File: config.mk
export PLATFORM = sky130hd
export DESIGN_NAME = iterative_shift_right
export DESIGN_NICKNAME = d
export VERILOG_FILES = /design/src/rtl/shift_pkg.sv /design/src/rtl/shift_right_step.sv /design/src/rtl/iterative_shift_right.sv
export SDC_FILE = /design/constraint.sdc
export NUM_CORES = 1
export LEC_CHECK = 0
export BUFFER_PORTS_ARGS = -buffer_cell sky130_fd_sc_hd__buf_2
export CORE_AREA = 2 2 87 89
export DETAILED_ROUTE_END_ITERATION = 10
export DIE_AREA = 0 0 89 91
export PLACE_DENSITY_LB_ADDON = 0.15
export SYNTH_ARGS = -nofsm -noshare
export SYNTH_HDL_FRONTEND = slang
export SYNTH_SLANG_ARGS = --single-unit
export TNS_END_PERCENT = 10
File: constraint.sdc
create_clock -name clk -period 5.4 [get_ports clk]
set_clock_uncertainty 0.2 [all_clocks]
set_input_delay 1.08 -clock clk [delete_from_list [all_inputs] [get_ports clk]]
set_output_delay 1.08 -clock clk [all_outputs]
set_load 0.05 [all_outputs]
File: src/rtl/shift_pkg.sv
// Shared definitions for the ARMv7 shifter datapath.
// Holds the SHIFT_OP encodings (shared with the combinational left shifter),
// the iterative shifter state enum and the datapath size constants.
package shift_pkg;

    localparam int WIDTH = 32;
    localparam int CNT_W = 6;

    localparam logic [2:0] SH_LSL = 3'b000;
    localparam logic [2:0] SH_LSR = 3'b010;
    localparam logic [2:0] SH_ASR = 3'b100;
    localparam logic [2:0] SH_ROR = 3'b110;
    localparam logic [2:0] SH_RRX = 3'b111;

    typedef enum logic [1:0] {
        ST_IDLE  = 2'd0,
        ST_SHIFT = 2'd1,
        ST_DONE  = 2'd2
    } state_t;

endpackage

File: src/rtl/shift_right_step.sv
// One-bit right-shift step for the iterative shifter.
// Ports:
//   data      : current working value
//   op        : latched SHIFT_OP selecting the fill bit
//   cin       : latched CPSR.C, used as the fill for RRX
//   next_data : data shifted right by one with the selected fill
//   carry     : bit shifted out (data[0])
module shift_right_step
    import shift_pkg::*;
#(
    parameter int W = WIDTH
) (
    input  logic [W-1:0] data,
    input  logic [2:0]   op,
    input  logic         cin,
    output logic [W-1:0] next_data,
    output logic         carry
);

    logic fill;

    always_comb begin
        fill = 1'b0;
        case (op)
            SH_LSR:  fill = 1'b0;
            SH_ASR:  fill = data[W-1];
            SH_ROR:  fill = data[0];
            SH_RRX:  fill = cin;
            default: fill = 1'b0;
        endcase
    end

    assign next_data = {fill, data[W-1:1]};
    assign carry     = data[0];

endmodule

File: src/rtl/iterative_shift_right.sv
// Multi-cycle right shifter (LSR/ASR/ROR/RRX), one bit per cycle.
// Ports:
//   clk, rst_n       : clock, synchronous active-low reset
//   Start            : request strobe, accepted while Busy=0
//   SHIFT_OP         : operation code (unknown codes pass the operand through)
//   Shift_Data       : operand, sampled on accepted Start
//   Shift_Num        : shift amount, sampled on accepted Start
//   Carry_In         : CPSR.C, sampled on accepted Start
//   Busy             : high while shifting
//   Done             : one-cycle completion pulse
//   Shift_Out        : result, held until the next operation steps
//   Shift_Carry_Out  : shifter carry-out, held with Shift_Out
//
// state    | meaning
// ST_IDLE  | waiting for Start
// ST_SHIFT | one shift step per cycle until count reaches 0
// ST_DONE  | Done pulse; a new Start is accepted here
module iterative_shift_right
    import shift_pkg::*;
#(
    parameter int WIDTH = shift_pkg::WIDTH,
    parameter int CNT_W = shift_pkg::CNT_W
) (
    input  logic             clk,
    input  logic             rst_n,
    input  logic             Start,
    input  logic [2:0]       SHIFT_OP,
    input  logic [WIDTH-1:0] Shift_Data,
    input  logic [7:0]       Shift_Num,
    input  logic             Carry_In,
    output logic             Busy,
    output logic             Done,
    output logic [WIDTH-1:0] Shift_Out,
    output logic             Shift_Carry_Out
);

    state_t state_q, state_d;

    logic [WIDTH-1:0] data_q;
    logic [2:0]       op_q;
    logic             cin_q;
    logic [CNT_W-1:0] count_q;
    logic [WIDTH-1:0] out_q;
    logic             cout_q;

    logic [CNT_W-1:0] count_init;
    logic             load;
    logic             step;
    logic [WIDTH-1:0] step_data;
    logic             step_carry;

    // Iteration count from the requested amount. LSR needs a 33rd step to
    // push out a zero carry for amounts above 32; ASR saturates at 32 since
    // further steps only repeat the sign bit; ROR wraps modulo 32 with a
    // full 32-step rotation for non-zero multiples of 32.
    always_comb begin
        count_init = '0;
        case (SHIFT_OP)
            SH_LSR: begin
                if (Shift_Num == 8'd0)
                    count_init = '0;
                else if (Shift_Num <= 8'd32)
                    count_init = CNT_W'(Shift_Num);
                else
                    count_init = CNT_W'(33);
            end
            SH_ASR: begin
                if (Shift_Num <= 8'd32)
                    count_init = CNT_W'(Shift_Num);
                else
                    count_init = CNT_W'(32);
            end
            SH_ROR: begin
                if (Shift_Num == 8'd0)
                    count_init = '0;
                else if (Shift_Num[4:0] == 5'd0)
                    count_init = CNT_W'(32);
                else
                    count_init = CNT_W'(Shift_Num[4:0]);
            end
            SH_RRX:  count_init = CNT_W'(1);
            default: count_init = '0;
        endcase
    end

    shift_right_step #(
        .W (WIDTH)
    ) u_step (
        .data      (data_q),
        .op        (op_q),
        .cin       (cin_q),
        .next_data (step_data),
        .carry     (step_carry)
    );

    always_ff @(posedge clk) begin
        if (!rst_n)
            state_q <= ST_IDLE;
        else
            state_q <= state_d;
    end

    always_comb begin
        state_d = state_q;
        load    = 1'b0;
        step    = 1'b0;
        case (state_q)
            ST_IDLE, ST_DONE: begin
                if (Start) begin
                    load    = 1'b1;
                    state_d = (count_init != '0) ? ST_SHIFT : ST_DONE;
                end else begin
                    state_d = ST_IDLE;
                end
            end
            ST_SHIFT: begin
                step = 1'b1;
                if (count_q == CNT_W'(1))
                    state_d = ST_DONE;
            end
            default: state_d = ST_IDLE;
        endcase
    end

    // Outputs follow the working register only while stepping, so the
    // previous result stays visible until the next operation's first step.
    // Zero-count requests publish the operand and Carry_In directly.
    always_ff @(posedge clk) begin
        if (!rst_n) begin
            data_q  <= '0;
            op_q    <= SH_LSL;
            cin_q   <= 1'b0;
            count_q <= '0;
            out_q   <= '0;
            cout_q  <= 1'b0;
        end else if (load) begin
            data_q  <= Shift_Data;
            op_q    <= SHIFT_OP;
            cin_q   <= Carry_In;
            count_q <= count_init;
            if (count_init == '0) begin
                out_q  <= Shift_Data;
                cout_q <= Carry_In;
            end
        end else if (step) begin
            data_q  <= step_data;
            out_q   <= step_data;
            cout_q  <= step_carry;
            count_q <= count_q - CNT_W'(1);
        end
    end

    assign Busy            = (state_q == ST_SHIFT);
    assign Done            = (state_q == ST_DONE);
    assign Shift_Out       = out_q;
    assign Shift_Carry_Out = cout_q;

endmodule
==> impl_metrics.env <==
export IMPL_clock_latency_ns=0.35
export IMPL_hold_buffers=0
export IMPL_synth_top_family_by_area="compound AO/OA/AOI/OAI gates"
export IMPL_holdWs_ns=0.272
export IMPL_power_uw=1710
export IMPL_p_int_uw=1130
export IMPL_setup_viol=0
export IMPL_yosysMostFrequentCell="a21oi_1"
export IMPL_min_period_ns=3.46
export IMPL_slew_violations=0
export IMPL_required_ns=5.44
export IMPL_io_pins=82
export IMPL_crit_fanout=34
export IMPL_fin_area_um2=4810
export IMPL_numCtsBuffers=9
export IMPL_async_reset_ff_share_pct=0
export IMPL_synth_compound_area_share_pct=42.5
export IMPL_hpwlAfterDp_um=6560
export IMPL_tightest_slew_ns=0.994
export IMPL_grt_util_met2_pct=43.3
export IMPL_cts_max_level=3
export IMPL_clock_sinks=77
export IMPL_io_buffer_count=81
export IMPL_synth_area_um2=4160
export IMPL_synthTopCellsByCount="102 x a21oi_1, 77 x dfxtp_1, 37 x clkbuf_1, 37 x o21ai_0, 33 x and2_1"
export IMPL_clkPwrFrac_pct=33.3
export IMPL_area_growth_syn_to_layout_pct=15.8
export IMPL_ant_nets=0
export IMPL_ys_ff_latch=77
export IMPL_synth_edf_count=0
export IMPL_max_slew_margin_pct=33.7
export IMPL_grt_pass1_wl_um=17800
export IMPL_synth_cells=484
export IMPL_syn_nets=533
export IMPL_gr_usage_all_layers_pct=27.4
export IMPL_critPathLaunchType="input port"
export IMPL_clock_path_buffers=2
export IMPL_grtUsageMet3_pct=3.91
export IMPL_busiest_layer="met2"
export IMPL_fmax_mhz=289
export IMPL_layout_nets=584
export IMPL_cpMaxStageDelayCell="nand2_4"
export IMPL_crit_chain="buf_2 > or3_1 > nor3_1 > o221ai_4 > nand2_4 > mux2_2"
export IMPL_syn_avg_cell_area_um2=8.59
export IMPL_dieArea_um2=8100
export IMPL_start_util_pct=58.3
export IMPL_swShare_pct=33.7
export IMPL_hold_viol=0
export IMPL_pwr_share_seq_pct=39.5
export IMPL_synthFlopType="dfxtp_1"
export IMPL_seq_area_frac_synth_pct=37.1
export IMPL_antenna_found_initial=0
export IMPL_grt_pass1_vias=3725
export IMPL_drc=0
export IMPL_placed_area_um2=4560
export IMPL_synth_area_top_cells="dfxtp_1 37%, a21oi_1 12%, o31ai_2 8.7%"
export IMPL_die_y_um=91
export IMPL_tns_ns=0
export IMPL_core_area_um2=7140
export IMPL_synth_xor_area_share_pct=0.843
export IMPL_status="complete, no violations"
export IMPL_drtIter0Drc=302
export IMPL_cts_resized_gates=0
export IMPL_rsz0062_at_grt="no"
export IMPL_max_stage_delay_ns=0.63
export IMPL_p_sw_uw=576
export IMPL_p_leak_uw=0.00184
export IMPL_p_per_area_nw_per_um2=354
export IMPL_avgRoutedWirePerCell_um=17.1
export IMPL_drt_pass1_iterations=5
export IMPL_grt_ovfl_total=0
export IMPL_yosys_area_top_type="dfxtp_1"
export IMPL_synthSimpleGateAreaFrac_pct=12.6
export IMPL_synth_distinct_cells=50
export IMPL_combinationalPowerShare_pct=27.2
export IMPL_post_cts_buffers=0
export IMPL_num_rows=31
export IMPL_vias=4053
export IMPL_grt_start_max_net_pins=71
export IMPL_antenna_cells=0
export IMPL_period_share_pct=64.0
export IMPL_drt_wl_total_um=10900
export IMPL_synth_adder_area_share_pct=0.602
export IMPL_die_w_um=89
export IMPL_peakVddDrop_mv=0.199
export IMPL_synth_top_cell_area_share_pct=37.1
export IMPL_ys_warn_count=0
export IMPL_globalRouteMet1Util_pct=37.7
export IMPL_vias_per_cell=6.34
export IMPL_clockRootBuffer="clkbuf_8"
export IMPL_hp_class="flop to flop"
export IMPL_worstPathArrival_ns=3.50
export IMPL_path_class="input port to flop"
export IMPL_clk_pin_slew_ns=0.08
export IMPL_critPathCaptureType="flop"
export IMPL_cts_tree="yes"
export IMPL_place_gp_congestion=0.851
export IMPL_max_cap_violations=0
export IMPL_yosys_mux_area_fraction_pct=0.993
export IMPL_drive_gt1_share_pct=26.1
[logic make-up (layout without fill, tap and decap cells)]
logic type | after synthesis | in the layout
AO/OA/AOI/OAI | 251 | 251
XOR/XNOR | 4 | 4
adder cells (fa/ha/maj) | 2 | 2
buffers and inverters | 53 | 109
flip-flops | 77 | 77
multiplexers | 4 | 4
AND/OR/NAND/NOR | 93 | 93
[state kept, by name, indices dropped and copies added (netlist names)]
register,flops
cin_q,1
Shift_Carry_Out,1
data_q,32
Shift_Out,32
count_q,6
op_q,3
state_q,2
[metal layers]
layer | share of wire [%] | wire, um
met5 | 0 | 0
met3 | 6.1 | 667
met2 | 48 | 5290
met4 | 1.4 | 151
met1 | 44 | 4830
[power by group through the flow]
stage	Sequential (uW)	Clock, uW	Combinational, uW
2_1_floorplan	763	0	271
3_3_place_gp	683	0	452
3_5_place_dp	686	0	459
4_1_cts	673	573	462
5_1_grt	681	599	501
6_report	674	568	463
[per-stage QoR]
step,util (%),setup WS [ns],instances
2_1_floorplan,-,2.52,484
3_3_place_gp,63.9,1.61,623
3_5_place_dp,63.9,1.59,623
4_1_cts,67.4,1.95,639
5_1_grt,67.4,1.79,639
6_report,67.4,1.94,639
[path summary, 6_finish.rpt]
check / startpoint / endpoint / depth (start not counted) / slack [ns]
worst min-delay path: cin_q$_SDFFE_PN0P_ / cin_q$_SDFFE_PN0P_ / 2 / 0.27
worst min register to register: cin_q$_SDFFE_PN0P_ / cin_q$_SDFFE_PN0P_ / 2 / 0.27
worst max-delay path: Shift_Num[1] / Shift_Out[31]$_SDFFE_PN0P_ / 6 / 1.94
worst max register to register: state_q[1]$_SDFFE_PN0P_ / Shift_Carry_Out$_SDFFE_PN0P_ / 9 / 2.00
[cell type report]
type | instances | area [um2]
clock buffers | 12 | 135
clock inverters | 4 | 120
fillers | 646 | 2320
inverters | 5 | 18.8
multi-input cells | 354 | 2420
flip-flops and latches | 77 | 1540
well taps | 99 | 124
repair buffers | 88 | 458
[critical path, delay by kind of cell]
kind / cells / cell delay (ns)
AO/OA/AOI/OAI: 1 / 0.48
buffers and inverters: 1 / 0.11
multiplexers: 1 / 0.40
AND/OR/NAND/NOR: 3 / 1.41
[cells in the final DEF (no fill, tap or decap), drive strengths merged, types with 3 or more instances in the layout]
cell	instances
nand3	3
mux2i	3
a211o	29
dfxtp	77
o22ai	3
o31ai	31
nor3	4
nor2	8
o21ai	37
a221oi	30
buf	88
nand2	20
bufinv	4
a31oi	3
clkbuf	12
nor2b	4
and2	34
inv	5
a21oi	102
nand4	6
nand2b	3
or3	3
Power figures use the tool's default switching activity.
